<file path="src/rtl/mult_pkg.sv">
//------------------------------------------------------------------------------
// mult_pkg
//   Shared definitions for the shift-and-add multiplier: the one-hot
//   controller state type and a helper that sizes the iteration counter.
//
//   Contents:
//     state_t      - one-hot encoding of IDLE, TEST, ADD, SHIFT, DONE
//     count_width  - bits needed to hold an iteration count of WIDTH-1
//
//   Revision: 1.0 - initial release
//------------------------------------------------------------------------------
`default_nettype none

package mult_pkg;

  // One bit per state, so each controller output decodes from a single
  // state bit.
  typedef enum logic [4:0] {
    ST_IDLE  = 5'b00001,
    ST_TEST  = 5'b00010,
    ST_ADD   = 5'b00100,
    ST_SHIFT = 5'b01000,
    ST_DONE  = 5'b10000
  } state_t;

  // Counter width for a countdown from width-1 to 0. Clamped to at least
  // one bit so the smallest operand widths still get a real register.
  function automatic int count_width(input int width);
    return (width < 2) ? 1 : $clog2(width);
  endfunction

endpackage : mult_pkg

`default_nettype wire

</file>
<file path="src/rtl/shift_add_ctrl.sv">
//------------------------------------------------------------------------------
// shift_add_ctrl
//   One-hot Moore controller for the shift-and-add multiplier. It sequences
//   TEST -> (ADD) -> SHIFT once per multiplier bit, then DONE, and honours an
//   abort request from any of the iterating states.
//
//   Ports:
//     Clock        in   rising-edge clock
//     ResetN       in   asynchronous active-low reset
//     i_start      in   start request, acted on only in IDLE
//     i_abort      in   cancel request, acted on in TEST/ADD/SHIFT only
//     i_q0         in   current multiplier LSB (selects ADD or SHIFT)
//     i_count_zero in   iteration counter has reached zero
//     o_load       out  controller is in IDLE (datapath loads on Start)
//     o_add        out  controller is in ADD
//     o_shift      out  controller is in SHIFT
//     o_fin        out  controller is in DONE
//     o_busy       out  controller is in any state other than IDLE
//
//   Revision: 1.0 - initial release
//------------------------------------------------------------------------------
`default_nettype none

module shift_add_ctrl
  import mult_pkg::*;
(
  input  logic Clock,
  input  logic ResetN,
  input  logic i_start,
  input  logic i_abort,
  input  logic i_q0,
  input  logic i_count_zero,
  output logic o_load,
  output logic o_add,
  output logic o_shift,
  output logic o_fin,
  output logic o_busy
);

  state_t r_state;
  state_t w_next;

  always_ff @(posedge Clock or negedge ResetN) begin
    if (!ResetN) begin
      r_state <= ST_IDLE;
    end else begin
      r_state <= w_next;
    end
  end

  always_comb begin
    w_next = r_state;
    case (r_state)
      // Start beats Abort here simply because Abort is not looked at in IDLE.
      ST_IDLE: begin
        if (i_start) w_next = ST_TEST;
      end
      ST_TEST: begin
        if (i_abort)   w_next = ST_IDLE;
        else if (i_q0) w_next = ST_ADD;
        else           w_next = ST_SHIFT;
      end
      ST_ADD: begin
        if (i_abort) w_next = ST_IDLE;
        else         w_next = ST_SHIFT;
      end
      ST_SHIFT: begin
        if (i_abort)           w_next = ST_IDLE;
        else if (i_count_zero) w_next = ST_DONE;
        else                   w_next = ST_TEST;
      end
      // DONE always completes; a pending abort is ignored.
      ST_DONE: begin
        w_next = ST_IDLE;
      end
      // Any corrupted (non one-hot) pattern recovers to IDLE.
      default: begin
        w_next = ST_IDLE;
      end
    endcase
  end

  always_comb begin
    o_load  = (r_state == ST_IDLE);
    o_add   = (r_state == ST_ADD);
    o_shift = (r_state == ST_SHIFT);
    o_fin   = (r_state == ST_DONE);
    o_busy  = (r_state != ST_IDLE);
  end

endmodule : shift_add_ctrl

`default_nettype wire

</file>
<file path="src/rtl/shift_add_mult.sv">
//------------------------------------------------------------------------------
// shift_add_mult
//   Sequential unsigned multiplier using the classic shift-and-add scheme on
//   a {C, A, Q} register chain. One multiplier bit is consumed per iteration;
//   iterations with a set LSB spend an extra cycle in ADD.
//
//   Parameters:
//     WIDTH         operand width in bits (2..32)
//
//   Ports:
//     Clock         in   rising-edge clock
//     ResetN        in   asynchronous active-low reset
//     Start         in   begin a multiply (only accepted while idle)
//     Abort         in   cancel an operation in progress
//     Multiplicand  in   unsigned operand M, captured on accepted Start
//     Multiplier    in   unsigned operand Q, captured on accepted Start
//     Busy          out  operation in progress
//     Done          out  one-cycle pulse coincident with a Product update
//     Product       out  last completed product, held between updates
//
//   Revision: 1.0 - initial release
//------------------------------------------------------------------------------
`default_nettype none

module shift_add_mult
  import mult_pkg::*;
#(
  parameter int WIDTH = 8
) (
  input  logic                 Clock,
  input  logic                 ResetN,
  input  logic                 Start,
  input  logic                 Abort,
  input  logic [WIDTH-1:0]     Multiplicand,
  input  logic [WIDTH-1:0]     Multiplier,
  output logic                 Busy,
  output logic                 Done,
  output logic [2*WIDTH-1:0]   Product
);

  localparam int c_CW = count_width(WIDTH);

  logic [WIDTH-1:0]   r_a;
  logic               r_c;
  logic [WIDTH-1:0]   r_q;
  logic [WIDTH-1:0]   r_m;
  logic [c_CW-1:0]    r_count;
  logic [2*WIDTH-1:0] r_product;
  logic               r_done;

  logic               w_load;
  logic               w_add;
  logic               w_shift;
  logic               w_fin;
  logic               w_busy;
  logic               w_count_zero;
  logic [WIDTH:0]     w_sum;

  // Full WIDTH+1-bit sum; the top bit lands in C so no carry is lost.
  assign w_sum        = {1'b0, r_a} + {1'b0, r_m};
  assign w_count_zero = (r_count == '0);

  shift_add_ctrl u_ctrl (
    .Clock        (Clock),
    .ResetN       (ResetN),
    .i_start      (Start),
    .i_abort      (Abort),
    .i_q0         (r_q[0]),
    .i_count_zero (w_count_zero),
    .o_load       (w_load),
    .o_add        (w_add),
    .o_shift      (w_shift),
    .o_fin        (w_fin),
    .o_busy       (w_busy)
  );

  always_ff @(posedge Clock or negedge ResetN) begin
    if (!ResetN) begin
      r_a       <= '0;
      r_c       <= 1'b0;
      r_q       <= '0;
      r_m       <= '0;
      r_count   <= '0;
      r_product <= '0;
      r_done    <= 1'b0;
    end else begin
      // Done is registered together with Product so the pulse marks the
      // cycle in which the new product is first visible.
      r_done <= w_fin;

      if (w_load && Start) begin
        r_a     <= '0;
        r_c     <= 1'b0;
        r_q     <= Multiplier;
        r_m     <= Multiplicand;
        r_count <= c_CW'(WIDTH - 1);
      end else if (w_add) begin
        {r_c, r_a} <= w_sum;
      end else if (w_shift) begin
        // Logical right shift of {C,A,Q}; C refills with zero.
        {r_c, r_a, r_q} <= {1'b0, r_c, r_a, r_q[WIDTH-1:1]};
        if (!w_count_zero) begin
          r_count <= r_count - 1'b1;
        end
      end

      if (w_fin) begin
        r_product <= {r_a, r_q};
      end
    end
  end

  assign Busy    = w_busy;
  assign Done    = r_done;
  assign Product = r_product;

endmodule : shift_add_mult

`default_nettype wire
</file>
<file path="config.mk">
export PLATFORM = sky130hd
export DESIGN_NAME = shift_add_mult
export DESIGN_NICKNAME = d
export VERILOG_FILES = /design/src/rtl/mult_pkg.sv /design/src/rtl/shift_add_ctrl.sv /design/src/rtl/shift_add_mult.sv
export SDC_FILE = /design/constraint.sdc
export NUM_CORES = 1
export LEC_CHECK = 0
export CAP_MARGIN = 20
export CORE_ASPECT_RATIO = 1.4
export CORE_MARGIN = 4
export CORE_UTILIZATION = 25
export CTS_BUF_LIST = sky130_fd_sc_hd__clkbuf_2
export DETAILED_ROUTE_END_ITERATION = 16
export PLACE_DENSITY = 0.4
export SYNTH_ARGS = -nofsm -noshare
export SYNTH_HDL_FRONTEND = slang
export SYNTH_SLANG_ARGS = --single-unit
</file>
<file path="constraint.sdc">
create_clock -name Clock -period 2.61 [get_ports Clock]
set_clock_uncertainty 0.1 [all_clocks]
set_input_delay 0.522 -clock Clock [delete_from_list [all_inputs] [get_ports Clock]]
set_output_delay 0.522 -clock Clock [all_outputs]
set_load 0.1 [all_outputs]
</file>
# ---- Yosys cells after proc, flatten, opt, wreduce, memory -nomap -nowiden
# Index checks and enable logic that the tools add are counted.
dict set report word_totals {
  ff_bits 50
  latchBits 0
  mem_bits_rw 0
  mem_bits_ro 0
  memories 0
}
dict set report classes {
  add_sub_neg 2
  n_mul 0
  div_mod_pow 0
  magnitude_cmp 0
  n_eq_ne 9
  shifts 0
  muxes 20
  n_bitwise 0
  n_reduce_logical 6
}
# operator n
set op_table {}
lappend op_table {{8-bit 2-to-1 mux} 6}
lappend op_table {{5-bit 2-to-1 mux} 4}
lappend op_table {{5-bit one-hot mux with 4 select lines} 1}
lappend op_table {{3-bit 2-to-1 mux} 4}
lappend op_table {{8-bit by 8-bit adder with 9-bit output} 1}
lappend op_table {{4-bit 2-to-1 mux} 2}
lappend op_table {{2-bit != test, second input constant} 3}
lappend op_table {{5-bit by 1-bit == test with 1-bit output, second input constant} 1}
lappend op_table {{5-bit by 2-bit == test with 1-bit output, second input constant} 1}
lappend op_table {{5-bit by 3-bit == test with 1-bit output, second input constant} 1}
lappend op_table {{5-bit by 4-bit == test with 1-bit output, second input constant} 1}
lappend op_table {{5-bit == test, second input constant} 1}
lappend op_table {{5-bit by 1-bit != test with 1-bit output, second input constant} 1}
lappend op_table {{3-bit zero test} 1}
lappend op_table {{1-bit 2-to-1 mux} 3}
lappend op_table {{3-bit AND reduction} 1}
lappend op_table {{3-bit nonzero test} 1}
lappend op_table {{3-bit by 1-bit subtractor with 3-bit output, second input constant} 1}
lappend op_table {{2-bit AND reduction} 1}
lappend op_table {{2-bit nonzero test} 1}
lappend op_table {{1-bit logical AND} 1}

# ---- Longest topological paths before layout
dict set report depth {
  ltp_word 5
  depth_mapped 7
  ltp_nobuf 7
}

# ---- Hierarchy
# A second synthesis with hierarchy kept.
dict set report unflattened {
  hier_cells 246
  area_unflattened_um2 2557.5
}
# module n_inst cells_each area_each_um2 seq_area_each_um2
set modules_own_cells {}
lappend modules_own_cells {shift_add_mult 1 212 2253.4 1126.1}
lappend modules_own_cells {shift_add_ctrl 1 34 304.0 126.4}

# ---- Worst setup path after synthesis
# No wires, ideal clock.
dict set report synth_timing {
  path_type {flip-flop to flip-flop}
  start {reg r_a[0]}
  end {reg r_c}
  arrival_ps 1783
  slack_ps 601
  stages_incl_launch_ff 8
  period_less_slack_ps 2009
  path_cell_list {dfrtp_1 -> ha_1 -> inv_1 -> fa_1 -> nor2b_1 -> o31ai_1 -> a21oi_1 -> a221o_1}
}
dict set report synth_via {
  elab_chain_cells 3
}
# element line
set synth_lines {}
lappend synth_lines {{start, declared} shift_add_mult.sv:43} ;# logic [WIDTH-1:0] r_a;
lappend synth_lines {{start signal, assigned} shift_add_mult.sv:98} ;# {r_c, r_a} <= w_sum;
lappend synth_lines {{start signal, assigned} shift_add_mult.sv:101} ;# {r_c, r_a, r_q} <= {1'b0, r_c, r_a, r_q[WIDTH-1:1]};
lappend synth_lines {{8-bit by 8-bit adder with 9-bit output} shift_add_mult.sv:60} ;# assign w_sum = {1'b0, r_a} + {1'b0, r_m};
lappend synth_lines {{1-bit 2-to-1 mux} shift_add_mult.sv:97} ;# end else if (w_add) begin
lappend synth_lines {{1-bit 2-to-1 mux} shift_add_mult.sv:91} ;# if (w_load && Start) begin
lappend synth_lines {{end signal, assigned} shift_add_mult.sv:98}
lappend synth_lines {{end signal, assigned} shift_add_mult.sv:101}
lappend synth_lines {{end, declared} shift_add_mult.sv:44} ;# logic r_c;
# No other way between the ends.
# A chain may end at the register's enable or synchronous reset.

# ---- Final worst setup path
dict set report layout_timing {
  start {reg u_ctrl.r_state[2]}
  end {out Busy}
}
dict set report layout_via {
  elab_chain_cells 1
}
# element line
set layout_lines {}
lappend layout_lines {{start, declared} shift_add_ctrl.sv:40} ;# state_t r_state;
lappend layout_lines {{start signal, assigned} shift_add_ctrl.sv:47} ;# r_state <= w_next;
lappend layout_lines {{5-bit by 1-bit != test with 1-bit output} shift_add_ctrl.sv:88} ;# o_busy = (r_state != ST_IDLE);
lappend layout_lines {{end, declared} shift_add_mult.sv:36} ;# output logic Busy,
# No other way between the ends.

==> impl_metrics.prom <==
# TYPE chip_impl_metric gauge
chip_impl_info{name="status",value="finished, final reports clean"} 1
chip_impl_metric{name="setup_ws",unit="ns"} 0.291
chip_impl_metric{name="fp.coreArea",unit="um2"} 9560
chip_impl_metric{name="syn-cell-area",unit="um2"} 2470
chip_impl_metric{name="antenna_found_initial",unit=""} 0
chip_impl_metric{name="grt.overflow.total",unit=""} 0
chip_impl_metric{name="placement.setup.worst_slack",unit="ns"} 0.417
chip_impl_metric{name="fp.dieArea",unit="um2"} 11600
chip_impl_metric{name="numCtsBuffers",unit=""} 5
chip_impl_info{name="rsz0062_at_grt",value="false"} 1
chip_impl_metric{name="area.growth.synth_to_final",unit="%"} 23.2
chip_impl_info{name="critical_path_launch_point_type",value="flip-flop"} 1
chip_impl_info{name="layout_common_cells",value="dfrtp_1 (49), nand2_1 (38), buf_4 (25), clkdlybuf4s50_1 (18)"} 1
chip_impl_metric{name="power_density_normalized_to_cell_area",unit="nW/um2"} 692
chip_impl_metric{name="max-cap-violations",unit=""} 0
chip_impl_metric{name="pwr-share-clk",unit="%"} 19.6
chip_impl_metric{name="dp.final_hpwl",unit="um"} 4500
chip_impl_metric{name="report.final.slew_viol_count",unit=""} 0
chip_impl_metric{name="finalSetupTns",unit="ns"} 0
chip_impl_metric{name="postSynthAreaPerCell",unit="um2"} 10.7
chip_impl_metric{name="routed-via-count",unit=""} 1821
chip_impl_metric{name="wl_final",unit="um"} 6010
chip_impl_metric{name="yosys.area.top_type_share",unit="%"} 49.7
chip_impl_metric{name="syn_nets",unit=""} 261
chip_impl_metric{name="synth_cell_type_count",unit=""} 44
chip_impl_info{name="synth_area_leaders",value="dfrtp_1 (50%), mux2_2 (6.8%), nand2_1 (5.8%)"} 1
chip_impl_metric{name="postCtsSetupBuffers",unit=""} 0
chip_impl_metric{name="tightest_slew",unit="ns"} 0.663
chip_impl_metric{name="p_seq_share",unit="%"} 49.4
chip_impl_metric{name="first_iter_violations",unit=""} 82
chip_impl_metric{name="switchingPower",unit="W"} 0.000770
chip_impl_metric{name="path_clk_slew",unit="ns"} 0.25
chip_impl_metric{name="finalSetupViolCount",unit=""} 0
chip_impl_metric{name="power.share.switching",unit="%"} 36.6
chip_impl_metric{name="finalCritPeriodShare",unit="%"} 88.9
chip_impl_metric{name="ios",unit=""} 38
chip_impl_metric{name="dr.pass1.iters",unit=""} 6
chip_impl_metric{name="final_net_count",unit=""} 306
chip_impl_metric{name="timing.critical_path.fanout_max",unit=""} 5
chip_impl_metric{name="ys_seq_area_share",unit="%"} 50.7
chip_impl_metric{name="synth-seq-cells",unit=""} 50
chip_impl_info{name="path_cells",value="nor2_1 -> and3_1 -> inv_1 -> buf_4"} 1
chip_impl_metric{name="detail_route.vias_per_cell",unit=""} 4.46
chip_impl_metric{name="critical_path_arrival",unit="ns"} 1.70
chip_impl_metric{name="initial_utilization",unit="%"} 25.8
chip_impl_metric{name="number_of_buffers_and_inverters_on_the_critical_path",unit=""} 2
chip_impl_info{name="synth_ff_type",value="dfrtp_1"} 1
chip_impl_metric{name="die_x",unit="um"} 92.0
chip_impl_info{name="cts_tree",value="built"} 1
chip_impl_info{name="layout.cells.most_common",value="dfrtp_1"} 1
chip_impl_info{name="timing_worst_setup_path_type",value="reg -> out"} 1
chip_impl_info{name="hold_path_class",value="in -> async"} 1
chip_impl_info{name="clock-root-buffer",value="clkbuf_2"} 1
chip_impl_metric{name="port_buffers",unit=""} 37
chip_impl_metric{name="numClockSinks",unit=""} 50
chip_impl_metric{name="cellLeakagePower",unit="nW"} 1.47
chip_impl_info{name="timing.critical_path.to_type",value="output port"} 1
chip_impl_metric{name="detail_route.drc_violations",unit=""} 0
chip_impl_metric{name="wl_per_cell",unit="um"} 14.7
chip_impl_metric{name="grt_pass1_wl",unit="um"} 10100
chip_impl_metric{name="post_synth_inst_count",unit=""} 230
chip_impl_metric{name="gp_congestion",unit=""} 0.807
chip_impl_metric{name="track_usage",unit="%"} 11.2
chip_impl_metric{name="number_of_enable_type_register_cells_in_the_synthesized_netlist",unit=""} 0
chip_impl_info{name="worst_path_max_delay_cell",value="dfrtp_1"} 1
chip_impl_metric{name="worstSkewPairLatency",unit="ns"} 0.43
chip_impl_metric{name="comb_power_share",unit="%"} 31.0
chip_impl_metric{name="setup.reg_to_reg.worst_slack",unit="ns"} 0.38
chip_impl_metric{name="clock_tree.buffer_depth",unit=""} 2
chip_impl_info{name="post-synth-top-area-cell",value="dfrtp_1"} 1
chip_impl_metric{name="timing.final.crit_period",unit="ns"} 2.32
chip_impl_info{name="critical-path-top-delay-family",value="simple AND/OR/NAND/NOR gates"} 1
chip_impl_info{name="cp-startpoint",value="u_ctrl.r_state[2]"} 1
chip_impl_metric{name="vdd_ir_drop_max",unit="V"} 0.000250
chip_impl_metric{name="placementRows",unit=""} 42
chip_impl_metric{name="final-hold-violation-count",unit=""} 0
chip_impl_metric{name="post_route_cells_drive_above_1_share",unit="%"} 19.9
chip_impl_metric{name="timing.critical_path.slowest_cell_delay",unit="ns"} 0.46
chip_impl_metric{name="dieHeight",unit="um"} 126
chip_impl_metric{name="total_number_of_yosys_warnings",unit=""} 0
chip_impl_metric{name="cts.htree.levels",unit=""} 2
chip_impl_metric{name="intPower",unit="W"} 0.00134
chip_impl_metric{name="timing.max_slew.rel_slack",unit="%"} 55.4
chip_impl_metric{name="worst_ep_required_time",unit="ns"} 1.99
chip_impl_metric{name="antenna_cells",unit=""} 0
chip_impl_metric{name="pin_count_of_the_biggest_net_entering_global_routing",unit=""} 27
chip_impl_info{name="crit-reg2reg-launch",value="r_a[0]"} 1
chip_impl_metric{name="first_global_vias",unit=""} 1938
chip_impl_metric{name="max_freq",unit="GHz"} 0.431
chip_impl_metric{name="ant_nets",unit=""} 0
chip_impl_metric{name="asyncSetResetFlopFracSynth",unit="%"} 100
[worst paths after layout]
check	endpoint	depth (start not counted)
max	Busy	4
min	r_count[0]	2
max reg2reg	r_c	7
min reg2reg	r_m[4]	2
max in group asynchronous	r_m[4]	3
min in group Clock	r_m[4]	2
[per-layer routing]
layer | track usage (%) | vias up | part of all wire [%]
met1 | 13.2 | 874 | 44
met4 | 3.94 | 0 | 1.6
met3 | 2.52 | 7 | 3.5
met2 | 19.8 | 30 | 50
li1 | - | 910 | -
met5 | 0 | - | 0
[power groups by stage]
stage / clock network (W) / registers [W] / logic (W)
detailed placement: 0 / 0.00106 / 0.000660
global placement: 0 / 0.00106 / 0.000661
finish: 0.000413 / 0.00104 / 0.000652
floorplan: 0 / 0.00108 / 0.000431
global route: 0.000473 / 0.00106 / 0.000735
CTS: 0.000443 / 0.00104 / 0.000665
[logic make-up after synthesis]
group | count (synthesis) | synth area share (%)
xor gates and xnor gates | 2 | 0.710
adders and majority gates | 11 | 5.88
buffers and inverters | 17 | 3.14
muxes | 23 | 10.1
AOI/OAI and AO/OA | 50 | 14.9
and+or+nand+nor | 77 | 14.6
DFF | 50 | 50.7
[flip-flops by register name, indices dropped and copies added, names as in the netlist]
signal / count
Done: 1
Product: 16
r_a: 8
r_c: 1
r_count: 3
r_m: 8
r_q: 8
u_ctrl.r_state: 5
[layout make-up]
cell class	instances	area (um2)
sequential	50	1250
clock buffer	7	35.0
inverter	10	37.5
timing repair buffer	45	383
fill	1040	6520
tap	132	165
multi-input combinational	163	1140
clock inverter	1	30.0
[stage by stage]
| stage | power [W] | utilization, % | area [um2] | hold WS, ns | std cells |
|---|---|---|---|---|---|
| 2_1_floorplan | 0.00151 | - | 2470 | 0.126 | 230 |
| 4_1_cts | 0.00215 | 31.8 | 3040 | 0.322 | 408 |
| 3_3_place_gp | 0.00172 | 31.0 | 2970 | 0.349 | 399 |
| 6_report | 0.00211 | 31.8 | 3040 | 0.366 | 408 |
| 5_1_grt | 0.00227 | 31.8 | 3040 | 0.337 | 408 |
| 3_5_place_dp | 0.00172 | 31.0 | 2970 | 0.344 | 399 |
[repair_timing]
item | in CTS | in global routing
hold endpoints to repair | 12 | 0
gates resized for setup | 0 | 0
hold buffers | 1 | 0
[synth_stat cells, drive strengths merged, types with 2 or more instances]
cell     instances
inv             10
nor3             5
a21oi            6
o21a             4
a21boi           2
a2111oi          2
nor2b            4
a32oi            4
xnor2            2
or2              2
o211ai           2
nand3            3
mux2i            8
nor2            12
and3             4
nand2b           3
clkbuf           3
nand2           38
mux2            15
a31oi            2
buf              4
a221o            3
o21ai           15
dfrtp           49
o31ai            3
a21o             3
ha              10
(Power assumes the default switching activity.)
